===== src/rtl/fifo_access_arbiter.sv =====
// fifo_access_arbiter: bursts single-port FIFO pushes/pops between NUM_WR writers and one reader
module fifo_access_arbiter #(
  parameter int NUM_WR     = 4,
  parameter int DATA_WIDTH = 8,
  parameter int ADDR_WIDTH = 3,
  parameter int BURST_LEN  = 4
) (
  input  logic                         clk,
  input  logic                         reset,
  input  logic [NUM_WR-1:0]            wr_req,
  input  logic [NUM_WR*DATA_WIDTH-1:0] wr_data,
  output logic [NUM_WR-1:0]            wr_gnt,
  input  logic                         rd_req,
  output logic                         rd_gnt,
  output logic                         rd_valid,
  output logic [DATA_WIDTH-1:0]        rd_data,
  output logic [ADDR_WIDTH:0]          level,
  output logic                         fifo_en,
  output logic                         fifo_push_pop,
  output logic [DATA_WIDTH-1:0]        fifo_din,
  input  logic [DATA_WIDTH-1:0]        fifo_dout,
  input  logic                         fifo_full,
  input  logic                         fifo_empty
);
  localparam int IW = $clog2(NUM_WR);
  localparam int BW = $clog2(BURST_LEN + 1);
  typedef enum logic [1:0] {IDLE, WR, RD} state_t;
  state_t        state;
  logic [IW-1:0] owner, rr_ptr, pick, wr_idx;
  logic [BW-1:0] burst_cnt;
  logic          last_wr;
  logic          w_ok, r_ok, room, cont_wr, cont_rd, fresh_wr, fresh_rd, do_wr, do_rd;
  always_comb begin
    pick = '0;
    for (int k = NUM_WR - 1; k >= 0; k--)
      if (wr_req[(int'(rr_ptr) + k) % NUM_WR]) pick = IW'((int'(rr_ptr) + k) % NUM_WR);
  end
  assign w_ok     = |wr_req & !fifo_full;
  assign r_ok     = rd_req & !fifo_empty;
  assign room     = burst_cnt < BW'(BURST_LEN);
  assign cont_wr  = state == WR && wr_req[owner] && !fifo_full && room;
  assign cont_rd  = state == RD && r_ok && room;
  // On a tie the class that did not own the last burst wins
  assign fresh_wr = !cont_wr && !cont_rd && w_ok && (!r_ok || !last_wr);
  assign fresh_rd = !cont_wr && !cont_rd && r_ok && (!w_ok || last_wr);
  assign do_wr    = !reset && (cont_wr || fresh_wr);
  assign do_rd    = !reset && (cont_rd || fresh_rd);
  assign wr_idx   = cont_wr ? owner : pick;
  assign wr_gnt   = do_wr ? NUM_WR'(1) << wr_idx : '0;
  assign rd_gnt   = do_rd;
  assign fifo_en  = do_wr || do_rd;
  assign fifo_push_pop = do_wr;
  assign fifo_din = do_wr ? wr_data[int'(wr_idx)*DATA_WIDTH +: DATA_WIDTH] : '0;
  always_ff @(posedge clk) begin
    if (reset) begin
      state     <= IDLE;
      owner     <= '0;
      burst_cnt <= '0;
      rr_ptr    <= '0;
      last_wr   <= 1'b0;
      level     <= '0;
      rd_valid  <= 1'b0;
      rd_data   <= '0;
    end else begin
      if (cont_wr || cont_rd) begin
        burst_cnt <= burst_cnt + 1'b1;
      end else if (fresh_wr) begin
        state     <= WR;
        owner     <= pick;
        burst_cnt <= BW'(1);
        rr_ptr    <= (pick == IW'(NUM_WR - 1)) ? '0 : pick + 1'b1;
        last_wr   <= 1'b1;
      end else if (fresh_rd) begin
        state     <= RD;
        burst_cnt <= BW'(1);
        last_wr   <= 1'b0;
      end else begin
        state     <= IDLE;
        burst_cnt <= '0;
      end
      level    <= level + (ADDR_WIDTH+1)'(do_wr) - (ADDR_WIDTH+1)'(do_rd);
      rd_valid <= do_rd;
      if (do_rd) rd_data <= fifo_dout;
    end
  end
endmodule


===== config.mk =====
export PLATFORM = sky130hd
export DESIGN_NAME = fifo_access_arbiter
export DESIGN_NICKNAME = d
export VERILOG_FILES = /design/src/rtl/fifo_access_arbiter.sv
export SDC_FILE = /design/constraint.sdc
export NUM_CORES = 1
export LEC_CHECK = 0
export BUFFER_PORTS_ARGS = -buffer_cell sky130_fd_sc_hd__buf_4
export CAP_MARGIN = 15
export CORE_MARGIN = 3
export CORE_UTILIZATION = 35
export DETAILED_ROUTE_END_ITERATION = 10
export MAX_ROUTING_LAYER = met4
export PLACE_DENSITY = 0.6
export SYNTH_ARGS = -nofsm -noshare
export SYNTH_HDL_FRONTEND = slang
export SYNTH_SLANG_ARGS = --single-unit

===== constraint.sdc =====
create_clock -name clk -period 8.65 [get_ports clk]
set_clock_uncertainty 0.1 [all_clocks]
set_input_delay 2.595 -clock clk [delete_from_list [all_inputs] [get_ports clk]]
set_output_delay 2.595 -clock clk [all_outputs]
set_load 0.01 [all_outputs]

==> run summary <==
SETUP PATH
--------------------------------------------------------------------------------------
Worst reg2reg startpoint ................................................     owner[0]
Worst Path Max Fanout ...................................................            9
Cell family with the largest share of critical-path delay ............... compound AO/OA/AOI/OAI gates
Instance count on the critical path .....................................            8
Crit Path Category ...................................................... primary input to output pin
Capture point of the critical path ......................................      fifo_en
Worst setup path start ..................................................    wr_req[3]
Data arrival at the endpoint of the critical path .......................      4.88 ns
Setup slack on the worst flop-to-flop path ..............................      4.81 ns
Endpoint of the lowest-slack register-to-register path ..................     level[3]
Depth of the worst register-to-register path ............................           13
Required time at the endpoint of the critical path ......................      5.96 ns
Worst path bufs/invs ....................................................            3
Startpoint Class ........................................................ primary input
Most frequent CP cell ...................................................        buf_4
Slowest cell on crit path ...............................................      o21ai_1
Kind of end point of the critical path ..................................   output pin
Slowest stage delay, CP .................................................      0.78 ns
List of cells traversed by the critical path ............................ buf_4, mux4_2, and2_4, o21ai_1, nand2_1, ha_1, inv_1, buf_4

STA
--------------------------------------------------------------------------------------
Final setup viols .......................................................            0
Tmin final ..............................................................      7.58 ns
Setup TNS after final layout ............................................         0 ns
Final WS setup ..........................................................      1.07 ns
Peak clock frequency supported by timing ................................      132 MHz
Final count of hold timing violations ...................................            0
Final Slew Violations ...................................................            0
Slew at the pin closest to its max-slew limit ...........................     0.997 ns
Post-route clock period utilization .....................................        0.876
RSZ-0062 raised after global routing ....................................        false
Worst slew slack as a fraction of its limit .............................        0.331

SYNTH
--------------------------------------------------------------------------------------
Netlist cell types ......................................................           42
Proportion of synthesized flip-flops having asynchronous set or reset ...            0
Combinational family with the most area after synthesis ................. simple AND/OR/NAND/NOR gates
Commonest cells in the synthesized netlist .............................. dfxtp_1, nor2_1, nor3_1
Avg Inst Size Synth .....................................................     8.20 um2
Compound-cell area share of the yosys netlist ...........................        0.242
Library cell occupying the most area in the post-synthesis netlist ......      dfxtp_1
Most instantiated library cell after synthesis ..........................      dfxtp_1
Gate Count Post-Synth ...................................................          223
Synth Warn # ............................................................            0
Adder-cell area share of the yosys netlist ..............................       0.0520
Count of state elements after synthesis .................................           23
Ys flop type ............................................................      dfxtp_1
Area of the mapped netlist ..............................................     1830 um2
Sequential element share of the synthesized area ........................        0.252
Synth area leaders ...................................................... dfxtp_1, mux2i_1, nor3b_1
Number of flops mapped to enable cells by yosys .........................            0
Share of synthesized area spent on multiplexers .........................       0.0945
Net count after synthesis ...............................................          279
Top cell type's share of synthesized area ...............................        0.252
Post-Synth XOR/XNOR Area ................................................       0.0240
Post-synthesis share of cell area spent on and, or, nand and nor gates ..        0.274

DIE
--------------------------------------------------------------------------------------
Die height ..............................................................      78.3 um
Total number of placement rows ..........................................           25
Die area ................................................................     6130 um2
Num ports ...............................................................           77
Starting density of the core ............................................        0.375
Area inside the core boundary ...........................................     4880 um2
Die width ...............................................................      78.3 um

PLACE
--------------------------------------------------------------------------------------
Placer's final routability congestion estimate ..........................        0.843
Placed inst area ........................................................     2440 um2
Post-detailed-placement half-perimeter wirelength .......................      4.07 mm
DP Worst Slack ..........................................................      1.09 ns
Placed cell count .......................................................          356
Number of input and output port buffers inserted ........................           76

CLOCK NETWORK
--------------------------------------------------------------------------------------
Clock slew at the register clock pins of the worst setup and hold paths .      0.08 ns
CTS sink cnt ............................................................           23
CTS Hold Buffers Added ..................................................            0
Root buf cell ...........................................................     clkbuf_8
Post-CTS Setup Bufs .....................................................            0
Gates resized, CTS repair ...............................................            0
Number of buffers inserted during clock tree synthesis ..................            3
Maximum buffer depth of the clock tree ..................................            2
H-tree depth ............................................................            1
CTS tree ................................................................        built
Clock latency on the worst-skew pair ....................................      0.26 ns

FINISH
--------------------------------------------------------------------------------------
Footprint of the multi-input gates ......................................     1250 um2
Layout area overhead ....................................................        36.3%
Proportion of layout cells with a drive suffix above 1 ..................        0.324
Final Instance Area .....................................................     2490 um2
Antenna cells ...........................................................            0
Final-layout fill cell count ............................................          507
Sequential cell area in the final layout ................................      460 um2
Final Instance Count excl. Fillers ......................................          360
Count of nets after finishing ...........................................          350

GRT
--------------------------------------------------------------------------------------
Vias in the first global route ..........................................         1874
First-pass GRT wire length ..............................................      9.12 mm
Pin count of the biggest net entering global routing ....................           39
Overall global routing resource usage ...................................        0.184
Number of antenna violations at the first check in global routing .......            0
Grt ovf .................................................................            0

ROUTE
--------------------------------------------------------------------------------------
Starting DRC count in detailed routing ..................................          198
Routed length per instance ..............................................      15.0 um
Pre-Repair DR Iteration Count ...........................................            4
Vias per Instance .......................................................         5.45
Routed wire length ......................................................      5.40 mm
Total via count after detailed routing ..................................         1962
Final routed DRC violation total ........................................            0
Remaining antenna violation count .......................................            0

RUN STATUS
--------------------------------------------------------------------------------------
Outcome ................................................................. finished, final reports clean

POWER
--------------------------------------------------------------------------------------
IR Drop Worst-Case VDD ..................................................      86.1 uV
P per Cell Area .........................................................   135 nW/um2
Leakage power ...........................................................      1.05 nW

RUN
--------------------------------------------------------------------------------------
Number of max-cap violations ............................................            0

HOLD PATH
--------------------------------------------------------------------------------------
Type of the worst min-delay path ........................................ register to register

-- through the flow --
stage	hold slack, ns	power, mW	utilization
after CTS	0.418	0.339	0.511
after floorplan	0.372	0.215	-
after global placement	0.389	0.271	0.501
after detailed placement	0.392	0.272	0.501
after global routing	0.438	0.360	0.511
final	0.407	0.337	0.511
-- logic make-up after synthesis --
logic type,after synthesis
simple gates,87
compound gates,58
buf+inv,27
flops,23
mux,16
fa+ha+maj,7
xor+xnor,5
-- layout make-up --
class	count	area share
clock buffers	3	0.0166
clock inverters	1	0.00201
inverters	14	0.0211
multi-input cells	173	0.504
flip-flops and latches	23	0.185
well taps	67	0.0337
repair buffers	79	0.238
-- cell usage in the layout, fill, tap and decap left out, types with 3 or more instances in the layout --
| cell | synthesis | final |
|---|---|---|
| a21oi_1 | 3 | 3 |
| and3_1 | 3 | 3 |
| buf_4 | 0 | 79 |
| clkbuf_8 | 0 | 3 |
| dfxtp_1 | 23 | 23 |
| ha_1 | 6 | 6 |
| inv_1 | 14 | 14 |
| mux2i_1 | 15 | 15 |
| nand2_1 | 7 | 7 |
| nor2_1 | 21 | 21 |
| nor2b_1 | 3 | 3 |
| nor3_1 | 20 | 20 |
| nor3b_1 | 18 | 18 |
| o21ai_0 | 18 | 17 |
| o221ai_1 | 9 | 9 |
| o221ai_2 | 7 | 7 |
| o22ai_1 | 11 | 11 |
| xnor2_1 | 3 | 3 |
-- state kept, by name (all words and copies together) (netlist names) --
register,cells
rr_ptr,2
last_wr,1
level,4
burst_cnt,3
rd_data,8
rd_valid,1
state,2
owner,2
-- per-layer routing --
metal / part of all wire / vias up / GRT usage
met4: 0.015 / 0 / 0.0612
met1: 0.47 / 909 / 0.251
met5: 0 / - / -
met2: 0.46 / 65 / 0.283
met3: 0.061 / 8 / 0.0229
li1: - / 980 / -
-- report_power, final --
part	total, mW	switching, mW	internal (mW)
registers	0.124	0.00861	0.116
logic	0.145	0.0744	0.0708
clock network	0.0672	0.0350	0.0322
-- worst reg2reg max path: cells and delay by family (launching register included) --
kind,cells,cell delay (ns)
AOI/OAI and AO/OA,3,1.11
muxes,1,0.58
adders and majority gates,2,0.47
DFF,1,0.31
buffers and inverters,3,0.52
and+or+nand+nor,3,0.49
xor gates and xnor gates,1,0.14
-- worst min-delay path by stage --
| stage | startpoint | end | slack (ns) | cells after the start |
|---|---|---|---|---|
| 3_3_place_gp | rd_data[4] | rd_data[4] | 0.39 | 2 |
| 3_5_place_dp | rd_data[3] | rd_data[3] | 0.39 | 2 |
| 6_report | rd_data[4] | rd_data[4] | 0.41 | 2 |
| 5_1_grt | rd_data[0] | rd_data[0] | 0.44 | 2 |
| 4_1_cts | rd_data[1] | rd_data[1] | 0.42 | 2 |
| 2_1_floorplan | last_wr | last_wr | 0.37 | 1 |
Power figures use the tool's default switching activity.
